File: config.mk
export PLATFORM = sky130hd
export DESIGN_NAME = muldiv_sequencer_flat
export DESIGN_NICKNAME = d
export VERILOG_FILES = /design/src/rtl/muldiv_pkg.sv /design/src/rtl/muldiv_sequencer_if.sv /design/src/rtl/muldiv_flags.sv /design/src/rtl/muldiv_sequencer.sv /design/src/flat_wrapper.sv
export SDC_FILE = /design/constraint.sdc
export NUM_CORES = 1
export LEC_CHECK = 0
export ABC_AREA = 0
export CORE_ASPECT_RATIO = 0.7
export CORE_MARGIN = 8
export CORE_UTILIZATION = 39
export DETAILED_ROUTE_END_ITERATION = 6
export GPL_TIMING_DRIVEN = 0
export PLACE_DENSITY = 0.83
export RECOVER_POWER = 100
export REMOVE_ABC_BUFFERS = 1
export SETUP_SLACK_MARGIN = 0.2
export SLEW_MARGIN = 20
export SYNTH_ARGS = -nofsm -noshare
export SYNTH_HDL_FRONTEND = slang
export SYNTH_SLANG_ARGS = --single-unit
File: constraint.sdc
create_clock -name clock -period 2.1 [get_ports clock]
set_input_delay 0.63 -clock clock [delete_from_list [all_inputs] [get_ports clock]]
set_output_delay 0.63 -clock clock [all_outputs]
set_load 0.005 [all_outputs]
File: src/rtl/muldiv_pkg.sv
// Shared definitions for the muldiv sequencer: op encodings, FSM states,
// default pipeline latencies and the latency counter width.
package muldiv_pkg;

    typedef enum logic [1:0] {
        MULU = 2'b00,
        MULS = 2'b01,
        DIVU = 2'b10,
        DIVS = 2'b11
    } op_e;

    typedef enum logic {
        IDLE = 1'b0,
        RUN  = 1'b1
    } state_e;

    localparam int OP_W            = 2;
    localparam int MUL_LATENCY_DEF = 18;
    localparam int DIV_LATENCY_DEF = 30;

    function automatic int cnt_width(input int mulLat, input int divLat);
        return $clog2(((mulLat > divLat) ? mulLat : divLat) + 1);
    endfunction

    localparam int CNT_W = cnt_width(MUL_LATENCY_DEF, DIV_LATENCY_DEF);

    function automatic logic is_div(input op_e op);
        return op[1];
    endfunction

endpackage

File: src/rtl/muldiv_sequencer_if.sv
// Request/response and multiply/divide unit signals of the muldiv sequencer.
// MULDIV_ABORT_EN adds the abort request line.
interface muldiv_sequencer_if;
    import muldiv_pkg::*;

    logic            start;
    logic [OP_W-1:0] op;
    logic [31:0]     src_a;
    logic [15:0]     src_b;
    logic [31:0]     operand1;
    logic [31:0]     operand2;
    logic [31:0]     divu_quotient;
    logic [15:0]     divu_remainder;
    logic [31:0]     divs_quotient;
    logic [15:0]     divs_remainder;
    logic [31:0]     mulu_result;
    logic [31:0]     muls_result;
    logic            busy;
    logic            done;
    logic [31:0]     result;
    logic            flag_n;
    logic            flag_z;
    logic            flag_v;
    logic            flag_c;
    logic            div_zero;

    modport unit (
        input  operand1, operand2,
        output divu_quotient, divu_remainder, divs_quotient, divs_remainder,
               mulu_result, muls_result
    );

`ifdef MULDIV_ABORT_EN
    logic abort;

    modport master (
        output start, op, src_a, src_b, abort,
        input  busy, done, result, flag_n, flag_z, flag_v, flag_c, div_zero
    );

    modport slave (
        input  start, op, src_a, src_b, abort,
               divu_quotient, divu_remainder, divs_quotient, divs_remainder,
               mulu_result, muls_result,
        output operand1, operand2, busy, done, result,
               flag_n, flag_z, flag_v, flag_c, div_zero
    );
`else
    modport master (
        output start, op, src_a, src_b,
        input  busy, done, result, flag_n, flag_z, flag_v, flag_c, div_zero
    );

    modport slave (
        input  start, op, src_a, src_b,
               divu_quotient, divu_remainder, divs_quotient, divs_remainder,
               mulu_result, muls_result,
        output operand1, operand2, busy, done, result,
               flag_n, flag_z, flag_v, flag_c, div_zero
    );
`endif

endinterface

File: src/rtl/muldiv_flags.sv
// Combinational result packing, divide overflow detection and N/Z/V/C
// generation from the multiply/divide unit outputs.
module muldiv_flags
    import muldiv_pkg::*;
(
    input  op_e         op_i,
    input  logic [31:0] operand1_i,
    input  logic [31:0] divuQuotient_i,
    input  logic [15:0] divuRemainder_i,
    input  logic [31:0] divsQuotient_i,
    input  logic [15:0] divsRemainder_i,
    input  logic [31:0] muluResult_i,
    input  logic [31:0] mulsResult_i,
    output logic [31:0] result_o,
    output logic [3:0]  nzvc_o
);

    logic divuOvf;
    logic divsOvf;

    assign divuOvf = |divuQuotient_i[31:16];
    // A signed quotient fits in 16 bits only if bits 31..15 are pure sign extension.
    assign divsOvf = !((&divsQuotient_i[31:15]) || !(|divsQuotient_i[31:15]));

    always_comb begin
        result_o = 32'h0;
        nzvc_o   = 4'b0000;
        case (op_i)
            MULU: begin
                result_o = muluResult_i;
                nzvc_o   = {muluResult_i[31], muluResult_i == 32'h0, 2'b00};
            end
            MULS: begin
                result_o = mulsResult_i;
                nzvc_o   = {mulsResult_i[31], mulsResult_i == 32'h0, 2'b00};
            end
            DIVU: begin
                if (divuOvf) begin
                    result_o = operand1_i;
                    nzvc_o   = 4'b0010;
                end else begin
                    result_o = {divuRemainder_i, divuQuotient_i[15:0]};
                    nzvc_o   = {divuQuotient_i[15], divuQuotient_i[15:0] == 16'h0, 2'b00};
                end
            end
            DIVS: begin
                if (divsOvf) begin
                    result_o = operand1_i;
                    nzvc_o   = 4'b0010;
                end else begin
                    result_o = {divsRemainder_i, divsQuotient_i[15:0]};
                    nzvc_o   = {divsQuotient_i[15], divsQuotient_i[15:0] == 16'h0, 2'b00};
                end
            end
            default: begin
                result_o = 32'h0;
                nzvc_o   = 4'b0000;
            end
        endcase
    end

endmodule

File: src/rtl/muldiv_sequencer.sv
// Launches one MULU/MULS/DIVU/DIVS into the pipelined mult/div unit, waits its
// latency and registers the 68000 result and flags. MULDIV_ABORT_EN adds abort.
module muldiv_sequencer
    import muldiv_pkg::*;
#(
    parameter int MUL_LATENCY = MUL_LATENCY_DEF,
    parameter int DIV_LATENCY = DIV_LATENCY_DEF
)
(
    input logic               clock,
    input logic               reset,
    muldiv_sequencer_if.slave bus
);

    localparam int ReqW = cnt_width(MUL_LATENCY, DIV_LATENCY);
    localparam int CntW = (ReqW > CNT_W) ? ReqW : CNT_W;

    state_e            state_q,    state_d;
    logic [CntW-1:0]   count_q,    count_d;
    op_e               op_q,       op_d;
    logic [31:0]       operand1_q, operand1_d;
    logic [31:0]       operand2_q, operand2_d;
    logic [31:0]       result_q,   result_d;
    logic [3:0]        nzvc_q,     nzvc_d;
    logic              done_q,     done_d;
    logic              divZero_q,  divZero_d;

    op_e               reqOp;
    logic [31:0]       flagResult;
    logic [3:0]        flagNzvc;
    logic              abortReq;

    assign reqOp = op_e'(bus.op);

`ifdef MULDIV_ABORT_EN
    assign abortReq = bus.abort;
`else
    assign abortReq = 1'b0;
`endif

    muldiv_flags u_flags (
        .op_i            (op_q),
        .operand1_i      (operand1_q),
        .divuQuotient_i  (bus.divu_quotient),
        .divuRemainder_i (bus.divu_remainder),
        .divsQuotient_i  (bus.divs_quotient),
        .divsRemainder_i (bus.divs_remainder),
        .muluResult_i    (bus.mulu_result),
        .mulsResult_i    (bus.muls_result),
        .result_o        (flagResult),
        .nzvc_o          (flagNzvc)
    );

    always_comb begin
        state_d    = state_q;
        count_d    = count_q;
        op_d       = op_q;
        operand1_d = operand1_q;
        operand2_d = operand2_q;
        result_d   = result_q;
        nzvc_d     = nzvc_q;
        done_d     = 1'b0;
        divZero_d  = 1'b0;
        case (state_q)
            IDLE: begin
                if (bus.start) begin
                    if (is_div(reqOp) && (bus.src_b == 16'h0)) begin
                        divZero_d = 1'b1;
                    end else begin
                        state_d    = RUN;
                        op_d       = reqOp;
                        operand1_d = bus.src_a;
                        operand2_d = {16'h0, bus.src_b};
                        count_d    = is_div(reqOp) ? CntW'(DIV_LATENCY) : CntW'(MUL_LATENCY);
                    end
                end
            end
            RUN: begin
                // Abort takes priority even over the final count so no result escapes.
                if (abortReq) begin
                    state_d = IDLE;
                end else if (count_q == '0) begin
                    state_d  = IDLE;
                    done_d   = 1'b1;
                    result_d = flagResult;
                    nzvc_d   = flagNzvc;
                end else begin
                    count_d = count_q - 1'b1;
                end
            end
            default: state_d = IDLE;
        endcase
    end

    always_ff @(posedge clock or negedge reset) begin
        if (!reset) begin
            state_q    <= IDLE;
            count_q    <= '0;
            op_q       <= MULU;
            operand1_q <= 32'h0;
            operand2_q <= 32'h0;
            result_q   <= 32'h0;
            nzvc_q     <= 4'b0000;
            done_q     <= 1'b0;
            divZero_q  <= 1'b0;
        end else begin
            state_q    <= state_d;
            count_q    <= count_d;
            op_q       <= op_d;
            operand1_q <= operand1_d;
            operand2_q <= operand2_d;
            result_q   <= result_d;
            nzvc_q     <= nzvc_d;
            done_q     <= done_d;
            divZero_q  <= divZero_d;
        end
    end

    assign bus.operand1 = operand1_q;
    assign bus.operand2 = operand2_q;
    assign bus.busy     = (state_q == RUN);
    assign bus.done     = done_q;
    assign bus.result   = result_q;
    assign bus.flag_n   = nzvc_q[3];
    assign bus.flag_z   = nzvc_q[2];
    assign bus.flag_v   = nzvc_q[1];
    assign bus.flag_c   = nzvc_q[0];
    assign bus.div_zero = divZero_q;

endmodule

File: src/flat_wrapper.sv
// flat-port wrapper written by rule: the top's interface ports become plain ports
module muldiv_sequencer_flat import muldiv_pkg::*;
#(
    parameter int MUL_LATENCY = MUL_LATENCY_DEF,
    parameter int DIV_LATENCY = DIV_LATENCY_DEF
)
  (clock, reset, bus_start, bus_op, bus_src_a, bus_src_b, bus_divu_quotient, bus_divu_remainder, bus_divs_quotient, bus_divs_remainder, bus_mulu_result, bus_muls_result, bus_operand1, bus_operand2, bus_busy, bus_done, bus_result, bus_flag_n, bus_flag_z, bus_flag_v, bus_flag_c, bus_div_zero);
  muldiv_sequencer_if bus_i ();
  input logic clock;
  input logic reset;
  input wire logic [$bits(bus_i.start)-1:0] bus_start;
  input wire logic [$bits(bus_i.op)-1:0] bus_op;
  input wire logic [$bits(bus_i.src_a)-1:0] bus_src_a;
  input wire logic [$bits(bus_i.src_b)-1:0] bus_src_b;
  input wire logic [$bits(bus_i.divu_quotient)-1:0] bus_divu_quotient;
  input wire logic [$bits(bus_i.divu_remainder)-1:0] bus_divu_remainder;
  input wire logic [$bits(bus_i.divs_quotient)-1:0] bus_divs_quotient;
  input wire logic [$bits(bus_i.divs_remainder)-1:0] bus_divs_remainder;
  input wire logic [$bits(bus_i.mulu_result)-1:0] bus_mulu_result;
  input wire logic [$bits(bus_i.muls_result)-1:0] bus_muls_result;
  output wire logic [$bits(bus_i.operand1)-1:0] bus_operand1;
  output wire logic [$bits(bus_i.operand2)-1:0] bus_operand2;
  output wire logic [$bits(bus_i.busy)-1:0] bus_busy;
  output wire logic [$bits(bus_i.done)-1:0] bus_done;
  output wire logic [$bits(bus_i.result)-1:0] bus_result;
  output wire logic [$bits(bus_i.flag_n)-1:0] bus_flag_n;
  output wire logic [$bits(bus_i.flag_z)-1:0] bus_flag_z;
  output wire logic [$bits(bus_i.flag_v)-1:0] bus_flag_v;
  output wire logic [$bits(bus_i.flag_c)-1:0] bus_flag_c;
  output wire logic [$bits(bus_i.div_zero)-1:0] bus_div_zero;
  assign bus_i.start = bus_start;
  assign bus_i.op = bus_op;
  assign bus_i.src_a = bus_src_a;
  assign bus_i.src_b = bus_src_b;
  assign bus_i.divu_quotient = bus_divu_quotient;
  assign bus_i.divu_remainder = bus_divu_remainder;
  assign bus_i.divs_quotient = bus_divs_quotient;
  assign bus_i.divs_remainder = bus_divs_remainder;
  assign bus_i.mulu_result = bus_mulu_result;
  assign bus_i.muls_result = bus_muls_result;
  assign bus_operand1 = bus_i.operand1;
  assign bus_operand2 = bus_i.operand2;
  assign bus_busy = bus_i.busy;
  assign bus_done = bus_i.done;
  assign bus_result = bus_i.result;
  assign bus_flag_n = bus_i.flag_n;
  assign bus_flag_z = bus_i.flag_z;
  assign bus_flag_v = bus_i.flag_v;
  assign bus_flag_c = bus_i.flag_c;
  assign bus_div_zero = bus_i.div_zero;
  muldiv_sequencer #(.MUL_LATENCY(MUL_LATENCY), .DIV_LATENCY(DIV_LATENCY)) u_core (.clock(clock), .reset(reset), .bus(bus_i));
endmodule
==> results.md, run 1 <==
* Synthesis warning total at 0
* CTS buffer count at 9
* Cts hold-fix bufs at 0
* WL final at about 32000 µm
* Synth area leader: dfrtp_1
* Worst R2R Setup Slack at ~0.0065 ns
* Clk buf depth at 2
* Post-Syn Area at approximately 5400 µm²
* Post-Synth XOR/XNOR Area at less than 1%
* Worst-skew pair later-pin latency at about 0.35 ns
* Starting density of the core at between 30% and 40%
* Ranking of synthesized cells by area: dfrtp_1 (43%), mux2_2 (10%), a31oi_1 (7.1%), o21ai_0 (5.8%), o31ai_1 (4.0%)
* Sw frac at between 30% and 40%
* Top-level I/O count at between 300 and 400
* FMAX at ~480 MHz
* Worst setup SP type: register
* GRT overflow at 0
* Clock sink count at between 90 and 100
* Final instance area at approximately 11000 µm²
* Die ar. at approximately 18000 µm²
* Slowest CP cell: dfrtp_1
* Total track usage at about a third
* Post-Syn Area per Cell at ~9.4 µm²
* Multi-input combinational cell area at between 3000 and 4000 µm²
* CTS tree: yes
* Htree depth at 3
* Post-synth ARST share at between 90% and 100%
* Measured slew at the worst slew-check pin at between 1 and 1.5 ns
* Vias in the first global route at approximately 6.9k
* RR Endpoint: u_core.bus.result[22]
* Core area at 13700 µm²
* Synth Area in Compound Gates at 19.5%
* Largest family of logic cells by synthesized area: compound AO/OA/AOI/OAI gates
* Worst vdd ir at 0.897 mV
* Final Hold Violating Endpoints at 0
* Crit-path max cell delay at just over 0.4 ns
* Max-slew violation count at 0
* Count leader, synth: dfrtp_1
* Die Width at between 150 and 200 µm
* Largest net degree at the start of global routing at between 50 and 60
* RSZ-0062 raised after global routing: yes
* Power density of the placed cells at between 1000 and 1500 nW/µm²
* Flop pwr share at a little over a quarter
* Critical Path Fanout Max at 7
* Post-DP HPWL at 18900 µm
* Setup Skew at 0.0117 ns
* Worst-path clk slew at 0.08 ns
* Initial antenna violation count at 2
* Worst-case reg-to-reg path depth at 8
* Setup Viol. Count Final at 0
* Relative slew slack at between 20% and 30%
* Post-synth EDFFs at 0
* DRT iter0 DRCs at around 660
* First-pass GRT wire length at 42600 µm
* DR vias at 6817
* Final #Nets at 1141
* Cell-internal power at roughly 7.6 mW
* Yosys cell types at 43
* Reg2Reg Launch Point: u_core.count_q[1]
* Wire length per cell at between 20 and 30 µm
* Placed cell area at approximately 8600 µm²
* Vias per cell at slightly above 6
* Most frequent cells after synthesis: dfrtp_1 (93), o21ai_0 (63), a31oi_1 (61)
* Tot Pwr at approximately 12 mW
* ANT nets after route at 0
* GP Congestion at 0.901
* Fin crit share at ~100%
* #FFs+latches synth at 93
* Synth-to-Final Area Change at 96.8%
* Status: completed
* DIE HEIGHT at 114 µm
* Net switching power at 4.80 mW
* Setup crit end kind: register
* Critical path type: register to register
* Max capacitance violation total at 0
* Fillcell total at 883
* Synth Instances at roughly 570
* Fin util at around 78%
* Synth top area share at ~43%
* Worst Slack Setup Final at between 0.006 and 0.007 ns
* Clk pwr share at a little over an eighth
* WP data arrival at 2.31 ns
* Adder-Cell Fraction of Synth Area at less than 1%
* Min-delay worst type: primary input to async pin
* Drc violations at 0
* Layout cells sized above 1 at 27.6%
* Ys flop type: dfrtp_1
* Number of I/O port buffers at roughly 300
* Data required, critical path at 2.32 ns
* Leak Pwr at approximately 4.7 nW
* Fin crit period at about 2.1 ns
* 1st-pass router iterations at 5
* CP Cell Sequence: inv_2, ha_4, nor4b_4, buf_12, nand2_8, or3_1, o21ai_0, a31oi_1
* Seq/Total Area, Yosys at 43.1%
* Num rows at 36
* Simple-gate share of the synthesized area at between 10% and 20%
* Register area at 2340 µm²
* Comb pwr share at between 50 and 60%
* Multiplexer share of the synthesized area at 11.2%
* Pre-CTS WS at -1.28 ns
* Root Buffer: clkbuf_16
[sequential cells by signal (all words and copies together) (netlist names)]
| register | count |
|---|---|
| u_core.bus.operand1 | 32 |
| u_core.bus.result | 32 |
| u_core.bus.operand2 | 16 |
| u_core.count_q | 5 |
| u_core.nzvc_q | 3 |
| u_core.op_q | 2 |
| u_core.bus.busy | 1 |
| u_core.bus.div_zero | 1 |
| u_core.bus.done | 1 |
[placed cells by master, fill, tap and decap left out, types with 6 or more instances in the layout]
cell type          n
clkdlybuf4s50_1  209
dfrtp_1           90
a31oi_1           59
mux2_4            50
o21ai_0           41
buf_4             39
nand3_1           35
inv_1             31
dlymetal6s2s_1    31
or3_1             27
dlygate4sd2_1     25
o31ai_1           20
o21ai_1           17
conb_1            17
nor4_1            16
buf_12            16
clkbuf_2          14
clkbuf_16         13
buf_6             12
nor4_2            11
buf_16            11
nand2_1           10
nor2_1             8
nand4_1            8
buf_2              8
nand2_8            7
o31ai_2            7
or3_4              6
[metal layers]
| metal | global-route usage, % | vias to the layer above | part of all wire, % |
|---|---|---|---|
| met1 | 38.1 | 3315 | 38 |
| met4 | 10.1 | 0 | 3.1 |
| met3 | 11.1 | 77 | 12 |
| li1 | - | 2875 | - |
| met2 | 51.4 | 550 | 47 |
| met5 | 0 | - | 0 |
[power by group through the flow]
stage                     combinational (mW)  clock (mW)  sequential [mW]
after floorplan                         1.93           0             3.38
after global placement                  4.78           0             3.50
after detailed placement                5.18           0             3.41
after CTS                               6.41        1.72             3.27
after global routing                    7.65        1.78             3.45
final                                   7.31        1.69             3.36
[what timing repair did]
item	in CTS	in global routing
gates resized for setup	214	152
setup endpoints to repair	106	113
setup buffers	45	17
cloned	10	11
pin swaps	49	40
[worst max-delay path, delay by kind of cell, from the launching register on]
| family | cells | cell delay, ns |
|---|---|---|
| AO/OA/AOI/OAI | 2 | 0.25 |
| adder cells (fa/ha/maj) | 1 | 0.13 |
| buffers and inverters | 2 | 0.36 |
| flip-flops | 1 | 0.41 |
| AND/OR/NAND/NOR | 3 | 0.81 |
[cell families (layout without fill, tap and decap cells)]
family	Yosys count	in the layout
buffers and inverters	100	431
adders and majority gates	2	2
AOI/OAI and AO/OA	169	172
and+or+nand+nor	153	160
other	1	19
muxes	54	54
DFF	93	93
xor gates and xnor gates	2	2
[layout make-up]
cell class              instances  area share (%)
diodes                          2          0.0472
clock buffers                   9            2.12
clock inverters                 7           0.743
inverters                      35            1.52
multi-input cells             407            32.9
flip-flops and latches         93            22.0
well taps                     190            2.24
repair buffers                377            38.1
repair inverters                3           0.259
[how the worst max path moves through the flow]
stage                                 end             startpoint  slack, ns
finish              u_core.bus.result[22]      u_core.count_q[1]      0.006
global route        u_core.bus.result[22]      u_core.count_q[1]      0.004
CTS                 u_core.bus.result[31]  bus_divs_quotient[23]       0.08
detailed placement      u_core.count_q[2]              bus_op[1]      -1.28
global placement        u_core.count_q[2]              bus_op[1]      -4.54
floorplan               u_core.count_q[2]           bus_src_b[1]      -2.14
[per-stage QoR]
stage / TNS (ns) / hold WS (ns) / std cells
after global routing: 0 / 0.505 / 1123
final: 0 / 0.493 / 1123
after detailed placement: -98.16 / 0.467 / 1022
after global placement: -648.50 / 0.460 / 1013
after floorplan: -139.58 / 0.334 / 525
after CTS: 0 / 0.196 / 1093
(Power assumes the default switching activity.)
==> run 2, diff against run 1 <==
- ABC_AREA: 0 -> 1
- PLACE_DENSITY: 0.83 -> 0.82
==> run 2 against run 1 <==
Net effect: the run now ends with max-capacitance violations, max-slew violations left; register-to-register slack better by 0.15 ns; via count grew 2.0%; sequential power decreased by 2%; sequential cell count is the same; routed wire length decreased by 9.9%; worst setup slack gained 0.11 ns.
==> results.md, run 2 <==
* Wire length per cell at 21.3 µm (was 28.2 µm)
* Synth Area in Compound Gates at 12.7% (was 19.5%)
* Power density of the placed cells at 1100 nW/µm² (was 1170 nW/µm²)
* Multi-input combinational cell area at 3010 µm² (was 3490 µm²)
* Ant. Diodes at 0 (was 2)
* Crit-path max cell delay at 0.51 ns (was 0.41 ns)
* Number of I/O port buffers at 298 (unchanged)
* Commonest non-fill, non-tap cell in the layout: nand2_1 (was clkdlybuf4s50_1)
* Met1 Track Usage GR at 35.9% (was 38.1%)
* Met3 usage at 9.39% (was 11.1%)
* Final #Nets at 1365 (was 1141)
* Htree depth at 3 (unchanged)
* Most frequent cells after synthesis: nand2_1 (254), inv_1 (109), dfrtp_1 (93) (was dfrtp_1 (93), o21ai_0 (63), a31oi_1 (61))
* Worst-case reg-to-reg path depth at 10 (was 8)
* CTS buffer count at 9 (unchanged)
* Origin of the worst setup path: bus_src_b[2] (was u_core.count_q[1])
* Data required, critical path at 2.32 ns (about the same)
* Post-Synth XOR/XNOR Area at 0.158% (was 0.325%)
* Critical path type: primary input to register (was register to register)
* Final Hold Violating Endpoints at 0 (unchanged)
* Most frequent cells in the layout: nand2_1 (232), clkdlybuf4s50_1 (167), inv_1 (101), dfrtp_1 (89), a21oi_1 (76) (was clkdlybuf4s50_1 (209), dfrtp_1 (90), a31oi_1 (59), mux2_4 (50), o21ai_0 (41))
* Top-level I/O count at 316 (unchanged)
* 1st-pass router iterations at 5 (unchanged)
* GRT overflow at 0 (unchanged)
* Ys flop type: dfrtp_1 (unchanged)
* Max capacitance violation total at 1 (was 0)
* Setup Skew at 0.00942 ns (was 0.0117 ns)
* Status: finished, violations left (was completed)
* Clock sink count at 93 (unchanged)
* Drc violations at 0 (unchanged)
* Critical Path Fanout Max at 8 (was 7)
* WP data arrival at 2.21 ns (was 2.31 ns)
* Pre-CTS WS at -0.983 ns (was -1.28 ns)
* Synth area leader: dfrtp_1 (unchanged)
* Starting density of the core at 39.9% (was 39.4%)
* #FFs+latches synth at 93 (unchanged)
* Worst R2R Setup Slack at 0.16 ns (was 0.006 ns)
* ANT nets after route at 0 (unchanged)
* Ranking of synthesized cells by area: dfrtp_1 (42%), nand2_1 (17%), inv_1 (7.4%), a21oi_1 (7.2%), o21ai_0 (5.0%) (was dfrtp_1 (43%), mux2_2 (10%), a31oi_1 (7.1%), o21ai_0 (5.8%), o31ai_1 (4.0%))
* DRT iter0 DRCs at 625 (was 662)
* Max-slew violation count at 26 (was 0)
* Post-Syn Area per Cell at 6.88 µm² (was 9.40 µm²)
* Register area at 2340 µm² (about the same)
* CP Cell Sequence: clkdlybuf4s50_1, nor3_2, nand4_1, clkbuf_2, nand3_4, nand2_1, o21ai_0 (was inv_2, ha_4, nor4b_4, buf_12, nand2_8, or3_1, o21ai_0, a31oi_1)
* WL final at 28600 µm (was 31700 µm)
* Yosys cell types at 27 (was 43)
* Die Width at 159 µm (was 157 µm)
* Synthesis warning total at 0 (unchanged)
* Post-synth EDFFs at 0 (unchanged)
* Core area at 13900 µm² (was 13700 µm²)
* Fin crit share at 94.6% (was 99.7%)
* Synth-to-Final Area Change at 81.5% (was 96.8%)
* Synth top area share at 41.9% (was 43.1%)
* Adder-Cell Fraction of Synth Area at 0.451% (was 0.464%)
* First-pass GRT wire length at 38000 µm (was 42600 µm)
* Worst hold endpoint: u_core.bus.result[26]
* GP Congestion at 0.910 (was 0.901)
* Fillcell total at 1083 (was 883)
* Largest family of logic cells by synthesized area: simple AND/OR/NAND/NOR gates (was compound AO/OA/AOI/OAI gates)
* Vias per cell at 5.17 (was 6.07)
* Initial antenna violation count at 0 (was 2)
* Die ar. at 18400 µm² (was 17900 µm²)
* Vias in the first global route at 6496 (was 6907)
* Clk buf depth at 2 (unchanged)
* Multiplexer share of the synthesized area at 0% (was 11.2%)
* Measured slew at the worst slew-check pin at 1.52 ns (was 1.16 ns)
* Gr busiest metal: met2 (unchanged)
* Leak Pwr at 5.02 nW (was 4.73 nW)
* Setup crit end kind: register (unchanged)
* Hold path depth at 2
* Simple-gate share of the synthesized area at 31.2% (was 16.4%)
* Worst vdd ir at 0.717 mV (was 0.897 mV)
* Reg2Reg Launch Point: u_core.count_q[1] (unchanged)
* Min-delay worst type: register to register (was primary input to async pin)
* DR vias at 6956 (was 6817)
* Worst-skew pair later-pin latency at 0.35 ns (about the same)
* Total track usage at 27.8% (was 31.4%)
* Worst Slack Setup Final at 0.112 ns (was 0.00649 ns)
* Met2 Use GR at 44.2% (was 51.4%)
* Fin crit period at 1.99 ns (was 2.09 ns)
* Post-DP HPWL at 17600 µm (was 18900 µm)
* RR Endpoint: u_core.nzvc_q[3] (was u_core.bus.result[22])
* Largest net degree at the start of global routing at 69 (was 55)
* Count leader, synth: nand2_1 (was dfrtp_1)
* Setup Viol. Count Final at 0 (unchanged)
* FMAX at 503 MHz (was 478 MHz)
* DIE HEIGHT at 116 µm (was 114 µm)
* Layout cells sized above 1 at 14.9% (was 27.6%)
* Tot Pwr at 11.1 mW (was 12.4 mW)
* Num rows at 36 (unchanged)
* Post-synth ARST share at 100% (unchanged)
* Failing checks: max-capacitance violations, max-slew violations
* Worst setup SP type: primary input (was register)
* Seq/Total Area, Yosys at 41.9% (was 43.1%)
* CTS tree: yes (unchanged)
* Relative slew slack at -1.03% (was 22.8%)
* Worst-path clk slew at 0.08 ns (about the same)
* RSZ-0062 raised after global routing: yes (unchanged)
* Synth Instances at 807 (was 574)
* Hold Startpoint: u_core.bus.result[26]
* Slowest CP cell: clkdlybuf4s50_1 (was dfrtp_1)
* Root Buffer: clkbuf_16 (unchanged)
* Post-Syn Area at 5550 µm² (was 5390 µm²)
==> run 2: changes by cell type after synthesis, moves of 9 or more <==
| cell | delta |
|---|---|
| nand4_1 | +9 |
| nand3_1 | +11 |
| nand2_1 | +242 |
| a31oi_1 | -61 |
| or3_1 | -33 |
| nand2_2 | +9 |
| inv_1 | +74 |
| nor2_1 | +46 |
| o31ai_1 | -29 |
| nor4_1 | -20 |
| a21oi_1 | +76 |
| mux2_2 | -50 |
==> run 2: cell families after synthesis <==
| kind of cell | count (synthesis) |
|---|---|
| and+or+nand+nor | 408 |
| buffers and inverters | 164 |
| AOI/OAI and AO/OA | 138 |
| DFF | 93 |
| adders and majority gates | 2 |
| xor gates and xnor gates | 1 |
| other | 1 |
==> run 2: how the worst max path moves through the flow <==
stage,depth (start not counted),slack [ns],endpoint
4_1_cts,10,0.15,u_core.count_q[3]
2_1_floorplan,7,-0.31,u_core.count_q[0]
3_3_place_gp,1,-3.25,u_core.bus.operand1[24]
6_report,7,0.11,u_core.bus.operand2[15]
3_5_place_dp,8,-0.98,u_core.nzvc_q[3]
5_1_grt,10,0.05,u_core.nzvc_q[3]
==> run 2: area by class of cell <==
class                   count  area share, %
clock buffers               9           2.23
clock inverters             7           1.27
inverters                 110           4.52
multi-input cells         577           29.8
flip-flops and latches     93           23.2
well taps                 190           2.36
repair buffers            357           36.3
repair inverters            2          0.248
==> run 2: per-stage QoR <==
| step | std cells | utilization (%) | cell area, µm² | setup TNS, ns | hold WS, ns |
|---|---|---|---|---|---|
| 2_1_floorplan | 769 | - | 5270 | -11.45 | 0.334 |
| 3_3_place_gp | 1257 | 61.0 | 8490 | -413.83 | 0.461 |
| 3_5_place_dp | 1260 | 61.6 | 8570 | -65.41 | 0.464 |
| 4_1_cts | 1309 | 68.7 | 9560 | 0 | 0.141 |
| 5_1_grt | 1345 | 72.4 | 10100 | 0 | 0.491 |
| 6_report | 1345 | 72.4 | 10100 | 0 | 0.471 |
==> run 2: timing repair <==
action,4_1_cts,5_1_grt
resized for setup,79,140
setup buffers,19,30
pin swaps,26,47
hold buffers,0,0
endpoints found under the setup margin,96,132
cloned,14,6
==> run 2: per-layer routing <==
metal / vias to the layer above / share of wire (%)
met1: 3233 / 40
met2: 439 / 45
li1: 3235 / -
met4: 0 / 2.2
met5: - / 0
met3: 49 / 12
==> run 2: report_power, final <==
group	leakage [nW]	switching [mW]	internal [mW]	total, mW
registers	1.13	0.644	2.65	3.30
clock network	0.173	0.789	1.19	1.98
logic	3.71	3.04	2.81	5.84
total	5.02	4.47	6.65	11.1
==> run 2: worst max-delay path, delay by kind of cell <==
family	cells	cell delay [ns]
buffers and inverters	2	0.88
and+or+nand+nor	4	0.57
AOI/OAI and AO/OA	1	0.11
==> run 3, diff against run 2 <==
- GPL_TIMING_DRIVEN: 0 -> unset
==> run 3 against run 2 <==
Net effect: the flow now finishes without violations; final cell count rose by 0.59%; hold slack improved by 0.0056 ns; sequential cell count did not move; clock power fell by 14%; critical path depth fell by 6; sequential power fell by 2%; worst setup slack improved by 0.011 ns; largest cell class unchanged; power fell by 4.9%; critical path type is now register to primary output; first-iteration DRC count fell by 14%; via count fell by 2.8%.
==> results.md, run 3 (synthesis gave the netlist of run 2 again) <==
* Initial antenna violation count at 0 (unchanged)
* ANT nets after route at 0 (unchanged)
* Largest net degree at the start of global routing at 40 (was 69)
* Pre-CTS WS at -0.265 ns (was -0.983 ns)
* Commonest non-fill, non-tap cell in the layout: nand2_1 (unchanged)
* Final Hold Violating Endpoints at 0 (unchanged)
* Reg2Reg Launch Point: u_core.count_q[0] (was u_core.count_q[1])
* Origin of the worst setup path: u_core.bus.operand1[5] (was bus_src_b[2])
* DR vias at 6760 (was 6956)
* Power density of the placed cells at 1060 nW/µm² (was 1100 nW/µm²)
* Num rows at 36 (unchanged)
* Relative slew slack at 15.7% (was -1.03%)
* Critical path type: register to primary output (was primary input to register)
* Capture point of the critical path: bus_operand1[5] (was u_core.bus.operand2[15])
* GRT overflow at 0 (unchanged)
* Synth-to-Final Area Change at 80.5% (was 81.5%)
* Starting density of the core at 39.9% (unchanged)
* Worst-path clk slew at 0.07 ns (was 0.08 ns)
* Max capacitance violation total at 0 (was 1)
* Clock sink count at 93 (unchanged)
* RR Endpoint: u_core.bus.result[0] (was u_core.nzvc_q[3])
* DRT iter0 DRCs at 536 (was 625)
* Core area at 13900 µm² (unchanged)
* Die Width at 159 µm (unchanged)
* Fin crit period at 1.98 ns (was 1.99 ns)
* Crit path depth at 1 (was 7)
* Worst-case reg-to-reg path depth at 9 (was 10)
* Register area at 2330 µm² (was 2340 µm²)
* Hold path depth at 2 (unchanged)
* Critical Path Fanout Max at 3 (was 8)
* CTS buffer count at 9 (unchanged)
* Leak Pwr at 5.04 nW (was 5.02 nW)
* Setup Viol. Count Final at 0 (unchanged)
* Post-DP HPWL at 18400 µm (was 17600 µm)
* Top-level I/O count at 316 (unchanged)
* Vias in the first global route at 6458 (was 6496)
* Final #Nets at 1373 (was 1365)
* Worst-skew pair later-pin latency at 0.34 ns (was 0.35 ns)
* First-pass GRT wire length at 35300 µm (was 38000 µm)
* Number of I/O port buffers at 298 (unchanged)
* GP Congestion at 0.928 (was 0.910)
* Total track usage at 24.8% (was 27.8%)
* Setup crit end kind: primary output (was register)
* Drc violations at 0 (unchanged)
* Vias per cell at 5.00 (was 5.17)
* Worst path top cell family by delay: buffers and inverters (unchanged)
* RSZ-0062 raised after global routing: yes (unchanged)
* Slowest CP cell: dlygate4sd3_1 (was clkdlybuf4s50_1)
* Wire length per cell at 18.9 µm (was 21.3 µm)
* CP Cell Sequence: dlygate4sd3_1 (was clkdlybuf4s50_1, nor3_2, nand4_1, clkbuf_2, nand3_4, nand2_1, o21ai_0)
* Measured slew at the worst slew-check pin at 1.26 ns (was 1.52 ns)
* Root Buffer: clkbuf_16 (unchanged)
* Buffer and inverter count on the worst path at 1 (was 2)
* Worst R2R Setup Slack at 0.20 ns (was 0.16 ns)
* Crit-path max cell delay at 0.60 ns (was 0.51 ns)
* Worst vdd ir at 0.614 mV (was 0.717 mV)
* Htree depth at 3 (unchanged)
* Fillcell total at 1104 (was 1083)
* Multi-input combinational cell area at 2730 µm² (was 3010 µm²)
* DIE HEIGHT at 116 µm (unchanged)
* WL final at 25500 µm (was 28600 µm)
* Setup Skew at 0.00820 ns (was 0.00942 ns)
* Status: completed (was finished, violations left)
* Data required, critical path at 1.47 ns (was 2.32 ns)
* Most frequent cells in the layout: nand2_1 (232), clkdlybuf4s50_1 (170), inv_1 (107), dfrtp_1 (91), a21oi_1 (80) (was nand2_1 (232), clkdlybuf4s50_1 (167), inv_1 (101), dfrtp_1 (89), a21oi_1 (76))
* Clk buf depth at 2 (unchanged)
* FMAX at 506 MHz (was 503 MHz)
* WP data arrival at 1.35 ns (was 2.21 ns)
* Min-delay worst type: register to register (unchanged)
* Max-slew violation count at 0 (was 26)
* Ant. Diodes at 0 (unchanged)
* Worst setup SP type: register (was primary input)
* Final hold slack at 0.476 ns (was 0.471 ns)
* Die ar. at 18400 µm² (unchanged)
* Layout cells sized above 1 at 13.8% (was 14.9%)
* Worst Slack Setup Final at 0.123 ns (was 0.112 ns)
* CTS tree: yes (unchanged)
* 1st-pass router iterations at 5 (unchanged)
* Fin crit share at 94.1% (was 94.6%)
[run 3: layout make-up]
class	instances	share of cell area [%]
Inverter	110	4.12
Tap cell	190	2.37
Multi-Input combinational cell	566	27.2
Sequential cell	93	23.2
Timing Repair Buffer	378	40.1
Clock inverter	7	0.774
Clock buffer	9	2.25
[run 3: power breakdown]
part / switching (mW) / internal [mW]
clock network: 0.756 / 0.940
registers: 0.599 / 2.64
logic: 2.70 / 2.94
[run 3: per-layer routing]
layer  global-route usage [%]  vias up  part of all wire [%]
li1                         -     3227                     -
met1                     30.4     3115                    39
met2                     41.9      378                    47
met3                     8.49       40                    12
met4                     4.95        0                   1.9
met5                        0        -                     0
[run 3: worst min-delay path by stage]
stage                                startpoint                      to  slack [ns]
final                     u_core.bus.result[18]   u_core.bus.result[18]        0.48
after global routing       u_core.bus.result[2]    u_core.bus.result[2]        0.49
after CTS                                 reset  u_core.bus.operand2[6]        0.17
after detailed placement   u_core.bus.result[2]    u_core.bus.result[2]        0.46
after global placement    u_core.bus.result[29]   u_core.bus.result[29]        0.46
after floorplan                           reset         u_core.bus.busy        0.33
[run 3: worst reg2reg max path, cell delays in order, from the launching register on]
cell	delay, ns
dfrtp_1	0.36
inv_1	0.14
ha_1	0.18
nand3b_1	0.11
nor2_1	0.18
inv_2	0.20
buf_4	0.29
a21oi_1	0.22
nand2_1	0.10
nand2_1	0.08
[run 3: metrics by stage]
stage          setup TNS (ns)  total power, mW  instances  utilization [%]  instance area [µm²]
6_report                    0             10.6       1353             72.0                10000
3_3_place_gp           -18.45             8.10       1288             63.4                 8820
5_1_grt                     0             11.2       1353             72.0                10000
3_5_place_dp           -19.09             8.21       1288             63.4                 8820
4_1_cts                     0             10.2       1329             68.0                 9470
2_1_floorplan          -11.45             5.14        769                -                 5270
[run 3: repair_timing]
| item | in CTS | in global routing |
|---|---|---|
| hold buffers | 0 | 0 |
| cloned | 5 | 9 |
| setup buffers | 20 | 15 |
| gates resized for setup | 46 | 133 |
| pin swaps | 11 | 59 |
| setup endpoints to repair | 101 | 119 |
| endpoints found under the hold margin | 0 | 0 |
